==> config.mk <==
export PLATFORM = sky130hd
export DESIGN_NAME = mux_select_sequencer
export DESIGN_NICKNAME = d
export VERILOG_FILES = /design/src/rtl/mux_select_sequencer_pkg.sv /design/src/rtl/mux_select_sequencer_dwell_timer.sv /design/src/rtl/mux_select_sequencer.sv
export SDC_FILE = /design/constraint.sdc
export NUM_CORES = 1
export LEC_CHECK = 0
export BUFFER_PORTS_ARGS = -buffer_cell sky130_fd_sc_hd__buf_4
export CAP_MARGIN = 20
export CORE_MARGIN = 1.5
export CORE_UTILIZATION = 35
export CTS_BUF_LIST = sky130_fd_sc_hd__clkbuf_16
export DETAILED_ROUTE_END_ITERATION = 12
export PLACE_DENSITY = 0.52
export SLEW_MARGIN = 20
export SYNTH_ARGS = -nofsm -noshare
export SYNTH_HDL_FRONTEND = slang
export SYNTH_SLANG_ARGS = --single-unit
==> constraint.sdc <==
create_clock -name clk -period 4.8 [get_ports clk]
set_input_delay 0.48 -clock clk [delete_from_list [all_inputs] [get_ports clk]]
set_output_delay 0.48 -clock clk [all_outputs]
set_load 0.05 [all_outputs]
==> src/rtl/mux_select_sequencer_pkg.sv <==
// rtl/mux_select_sequencer_pkg.sv - shared select codes, state enum and helpers for the mux select sequencer
package mux_select_sequencer_pkg;

   typedef enum logic [2:0] {
      ST_CH0 = 3'd0,
      ST_CH1 = 3'd1,
      ST_CH2 = 3'd2,
      ST_CH3 = 3'd3,
      ST_CH4 = 3'd4,
      ST_CH5 = 3'd5,
      ST_ERR = 3'd6
   } state_t;

   // Select codes, identical to the case items of the display mux
   localparam logic [4:0] SEL_CH0 = 5'b00000;
   localparam logic [4:0] SEL_CH1 = 5'b00001;
   localparam logic [4:0] SEL_CH2 = 5'b00010;
   localparam logic [4:0] SEL_CH3 = 5'b00100;
   localparam logic [4:0] SEL_CH4 = 5'b01000;
   localparam logic [4:0] SEL_CH5 = 5'b10000;
   localparam logic [4:0] SEL_ERR = 5'b11111;

   localparam logic [2:0] ERR_CHANNEL = 3'd6;

   // Mux select code driven for a given state
   function automatic logic [4:0] sel_of(input state_t s);
      logic [4:0] code;
      case (s)
         ST_CH0:  code = SEL_CH0;
         ST_CH1:  code = SEL_CH1;
         ST_CH2:  code = SEL_CH2;
         ST_CH3:  code = SEL_CH3;
         ST_CH4:  code = SEL_CH4;
         ST_CH5:  code = SEL_CH5;
         default: code = SEL_ERR;
      endcase
      return code;
   endfunction

   // Channel that follows s in the scan order; CH5 wraps to CH0
   function automatic state_t next_ch(input state_t s);
      state_t n;
      case (s)
         ST_CH0:  n = ST_CH1;
         ST_CH1:  n = ST_CH2;
         ST_CH2:  n = ST_CH3;
         ST_CH3:  n = ST_CH4;
         ST_CH4:  n = ST_CH5;
         ST_CH5:  n = ST_CH0;
         default: n = ST_CH0;
      endcase
      return n;
   endfunction

endpackage

==> src/rtl/mux_select_sequencer_dwell_timer.sv <==
// rtl/mux_select_sequencer_dwell_timer.sv - dwell counter with clear, enable and terminal-count flag
module dwell_timer
   import mux_select_sequencer_pkg::*;
#(
   parameter int TW       = 16,
   parameter int TERMINAL = 7
) (
   input  logic clk,
   input  logic rst,
   input  logic clr,
   input  logic en,
   output logic tc
);

   logic [TW-1:0] count;

   // Clear dominates enable so an advance restarts the dwell from zero
   always_ff @(posedge clk) begin
      if (rst || clr) begin
         count <= '0;
      end else if (en) begin
         count <= count + TW'(1);
      end
   end

   assign tc = (count == TW'(TERMINAL));

endmodule

==> src/rtl/mux_select_sequencer.sv <==
// rtl/mux_select_sequencer.sv - channel/error select sequencer with one-cycle-late mux data capture
module mux_select_sequencer
   import mux_select_sequencer_pkg::*;
#(
   parameter int DWELL_CYCLES = 8,
   parameter int TW           = 16
) (
   input  logic       clk,
   input  logic       rst,
   input  logic       auto_en,
   input  logic       next_btn,
   input  logic       error_in,
   input  logic       error_clr,
   input  logic [7:0] data_in,
   output logic [4:0] select,
   output logic [2:0] channel,
   output logic [7:0] data_latched,
   output logic       sample_valid
);

   state_t state;
   state_t nxt;
   logic   pending;
   logic   in_ch;
   logic   tc;
   logic   advance;
   logic   tmr_en;
   logic   tmr_clr;

   assign in_ch   = (state != ST_ERR);
   assign advance = in_ch & (next_btn | (auto_en & tc));
   assign tmr_en  = in_ch & auto_en;
   // Timer only runs while auto-scanning a channel; any leave of that condition zeroes it
   assign tmr_clr = ~tmr_en | advance | error_in;

   dwell_timer #(
      .TW       (TW),
      .TERMINAL (DWELL_CYCLES - 1)
   ) u_dwell_timer (
      .clk (clk),
      .rst (rst),
      .clr (tmr_clr),
      .en  (tmr_en),
      .tc  (tc)
   );

   // Next state: fault beats advance; ERR is left only by a clear with the fault gone
   always_comb begin
      nxt = state;
      if (!in_ch) begin
         if (error_clr && !error_in) begin
            nxt = ST_CH0;
         end
      end else if (error_in) begin
         nxt = ST_ERR;
      end else if (advance) begin
         nxt = next_ch(state);
      end
   end

   // State, registered outputs and the sample latch that trails each select change by one cycle
   always_ff @(posedge clk) begin
      if (rst) begin
         state        <= ST_CH0;
         select       <= SEL_CH0;
         channel      <= 3'd0;
         data_latched <= 8'h00;
         sample_valid <= 1'b0;
         pending      <= 1'b1;
      end else begin
         state        <= nxt;
         select       <= sel_of(nxt);
         channel      <= (nxt == ST_ERR) ? ERR_CHANNEL : nxt;
         sample_valid <= pending;
         if (pending) begin
            data_latched <= data_in;
         end
         pending      <= (nxt != state);
      end
   end

endmodule

==> results.cfg <==
[status]
run_status = completed

[cts]
cts.repair_timing.setup_buffer_count = 0
number_of_buffers_on_the_longest_clock_path = 2
cts_num_sinks = 37
cts_tree = done
h_tree_levels = 2
path_clk_slew_ns = 0.05
clock_insertion_delay_worst_skew_ns = 0.28
cts_root_buffer = clkbuf_16
numCtsBuffers = 5
post_cts.resized_instances = 0
postCtsHoldBufs = 0

[route]
num_vias = 1306
finalWirelength_um = 3310
route.detailed.drc = 0
detailroute.wirelength.met2_um = 1530
detailroute.wirelength.met3_um = 191
wire_per_inst_um = 12.6
detail_route.wirelength.met1_um = 1550
final_antenna_net_count = 0
drt_iter0_drc = 34
route.top_layer_used = met4
drt_first_pass_iters = 4
via_per_inst = 4.98

[worst_setup_path]
slowest_stage = nor4bb_4
critPathArrivalTime_ns = 2.23
worst_setup_path_start_kind = register
ff2ff_setup_slack_ns = 2.71
crit_path_max_fanout = 9
worst-r2r-cell-count = 6
r2r-start = u_dwell_timer.count[0]
crit_path_end_kind = register
regToRegEndpoint = select[2]
setup.worst_path.class = reg2reg
cp_top_family = compound AO/OA/AOI/OAI gates
timing.critical_path.slowest_cell_delay_ns = 0.39
required_ns = 4.94
worstPathCellList = ha_1, nor4bb_4, a41oi_4, mux2_4, a211oi_4, a311oi_1
critical_path_buf_inv_count = 0

[synth]
synthDominantCellAreaShare_pct = 44.5
yosysTopAreaCell = dfxtp_1
yosys_register_bits = 37
netlist-cell-type-count = 38
synthesis.yosys.warnings = 0
synthCells = 180
syn-cell-area_sq_um = 1660
yosys-top-cells-area = dfxtp_1 45%, nor2_1 7.9%, mux2i_1 6.0%
syn_avg_cell_area_sq_um = 9.24
synth_sequential_area_ratio_pct = 44.5
mappedNetlistNets = 195

[min_path]
hold-path-endpoint = data_latched[4]
hold_class = in2reg
hold_path_startpoint = data_in[4]
hold_depth = 3

[floorplanning]
core.rowCount = 24
coreArea_sq_um = 4470
dieArea_sq_um = 5180
ioPinCount = 31
die_h_um = 72.0
fp.dieW_um = 72.0
initial_core_util_pct = 37.2

[grt]
grt_usage_pct = 14.0
grt-ovfl-total = 0
grt_first_pass_wirelength_um = 5570
first_global_vias = 1213
antenna_found_initial = 0
grt_start_max_net_pins = 20

[finish]
footprint_of_the_multi_input_gates_sq_um = 862
number_of_fill_cells = 413
fin_nets = 224
area_growth_syn_to_layout_pct = 25.3
final_layout_size_suffix_gt1_share_pct = 21.4
finish.instance_area_sq_um = 2090
n_antenna_cell = 0
seq_area_sq_um = 741

[sta]
finalSetupViolations = 0
final_tns_setup_ns = 0
post-route-period-util_pct = 43.4
max_clock_freq_mhz = 480
maxSlewViolCount = 0
hold_viol = 0
clock_tree_skew_after_final_layout_ns = 0.00236
maxSlewHeadroom_pct = 60.3
worst-slew-pin-transition_ns = 0.593
post-route-min-period_ns = 2.09
grt_setup_unrepaired = no

[place]
place_area_sq_um = 1920
gp_routability_congestion = 0.848
port_buffers = 30
detailed_place_hpwl_um = 2430

[power]
power_density_nw_per_um2 = 381
peakVddDrop_mv = 0.163
p_leak_nw = 0.850

[flow_run]
cap_viol_max_count = 0
## synthesized netlist by cell type
cell type / count
a2111oi_0: 1
a211oi_4: 1
a21boi_0: 2
a21o_1: 1
a21oi_1: 4
a311oi_1: 1
a31oi_1: 6
a41oi_4: 1
and2_1: 1
and3_1: 3
and4_1: 1
buf_1: 1
buf_2: 1
clkbuf_1: 6
dfxtp_1: 37
ha_1: 1
inv_1: 8
mux2_4: 1
mux2i_1: 10
nand2_1: 10
nand3_1: 4
nand3b_1: 3
nand4_1: 5
nor2_1: 35
nor2b_1: 2
nor3_1: 5
nor3b_1: 1
nor4_1: 1
nor4_4: 2
nor4b_4: 1
nor4bb_4: 1
o21ai_0: 3
o22ai_1: 2
or2_2: 2
or3_1: 4
or3b_1: 1
xnor2_1: 6
xor2_1: 5
## layer usage
| metal | GRT usage (%) | up-vias |
|---|---|---|
| met5 | 0 | - |
| met2 | 23.0 | 36 |
| met4 | 4.40 | 0 |
| met3 | 5.83 | 5 |
| met1 | 16.5 | 588 |
| li1 | - | 677 |
## worst reg2reg max path, cell delays in order (launching register included)
cell      delay (ns)
dfxtp_1         0.34
ha_1            0.23
nor4bb_4        0.39
a41oi_4         0.25
mux2_4          0.37
a211oi_4        0.29
a311oi_1        0.09
## cell families (layout without fill, tap and decap cells)
logic type | count (synthesis) | count (layout) | synth area share [%]
AOI/OAI and AO/OA | 22 | 22 | 10.4
xor gates and xnor gates | 11 | 11 | 5.79
adders and majority gates | 1 | 1 | 0.752
muxes | 11 | 11 | 6.92
DFF | 37 | 37 | 44.5
and+or+nand+nor | 82 | 82 | 28.0
buffers and inverters | 16 | 46 | 3.68
## layout make-up
class	instances	area share (%)
Multi-Input combinational cell	127	41.3
Clock buffer	5	6.00
Clock inverter	3	1.80
Inverter	8	1.44
Timing Repair Buffer	30	10.8
Sequential cell	37	35.5
Tap cell	52	3.12
## state kept, by name, indices dropped and copies added (netlist names)
signal,count
data_latched,8
sample_valid,1
pending,1
u_dwell_timer.count,16
channel,3
select,5
state,3
## placed cells by master (no fill, tap or decap), types with 2 or more instances in the layout
cell type	netlist	layout
nor4_4	2	2
or2_2	2	2
nand4_1	5	5
o22ai_1	2	2
nand2_1	10	10
a21boi_0	2	2
and3_1	3	3
nand3b_1	3	3
nor2b_1	2	2
inv_1	8	9
a31oi_1	6	6
clkbuf_16	0	5
o21ai_0	3	3
nor2_1	35	35
xor2_1	5	5
or3_1	4	4
nor3_1	5	5
mux2i_1	10	10
a21oi_1	4	4
dfxtp_1	37	37
buf_4	0	30
xnor2_1	6	6
nand3_1	4	4
## worst max path at each step
stage                                 startpoint        end  slack, ns  cells after the start
after floorplan           u_dwell_timer.count[0]  select[2]       2.89                      6
after global placement    u_dwell_timer.count[0]  select[2]       2.81                      6
after detailed placement  u_dwell_timer.count[0]  select[2]       2.72                      6
after CTS                 u_dwell_timer.count[0]  select[2]       2.71                      6
after global routing      u_dwell_timer.count[0]  select[2]       2.57                      6
final                     u_dwell_timer.count[0]  select[2]       2.71                      6
## report_power, final
group	total [mW]	switching (mW)	leakage (nW)	internal [mW]
clock network	0.357	0.116	0.0826	0.241
logic	0.105	0.0660	0.464	0.0386
registers	0.332	0.0112	0.304	0.321
total	0.794	0.194	0.850	0.600
## per-stage QoR
step	std cells	util, %	total power [mW]	hold WS (ns)	setup WS, ns
after global placement	254	43.0	0.443	0.423	2.81
after detailed placement	254	43.0	0.444	0.438	2.72
final	262	46.6	0.794	0.437	2.71
after floorplan	180	-	0.411	0.413	2.89
after global routing	262	46.6	0.826	0.435	2.57
after CTS	262	46.6	0.805	0.435	2.71
No activity file was read; power rests on OpenSTA's default activity.
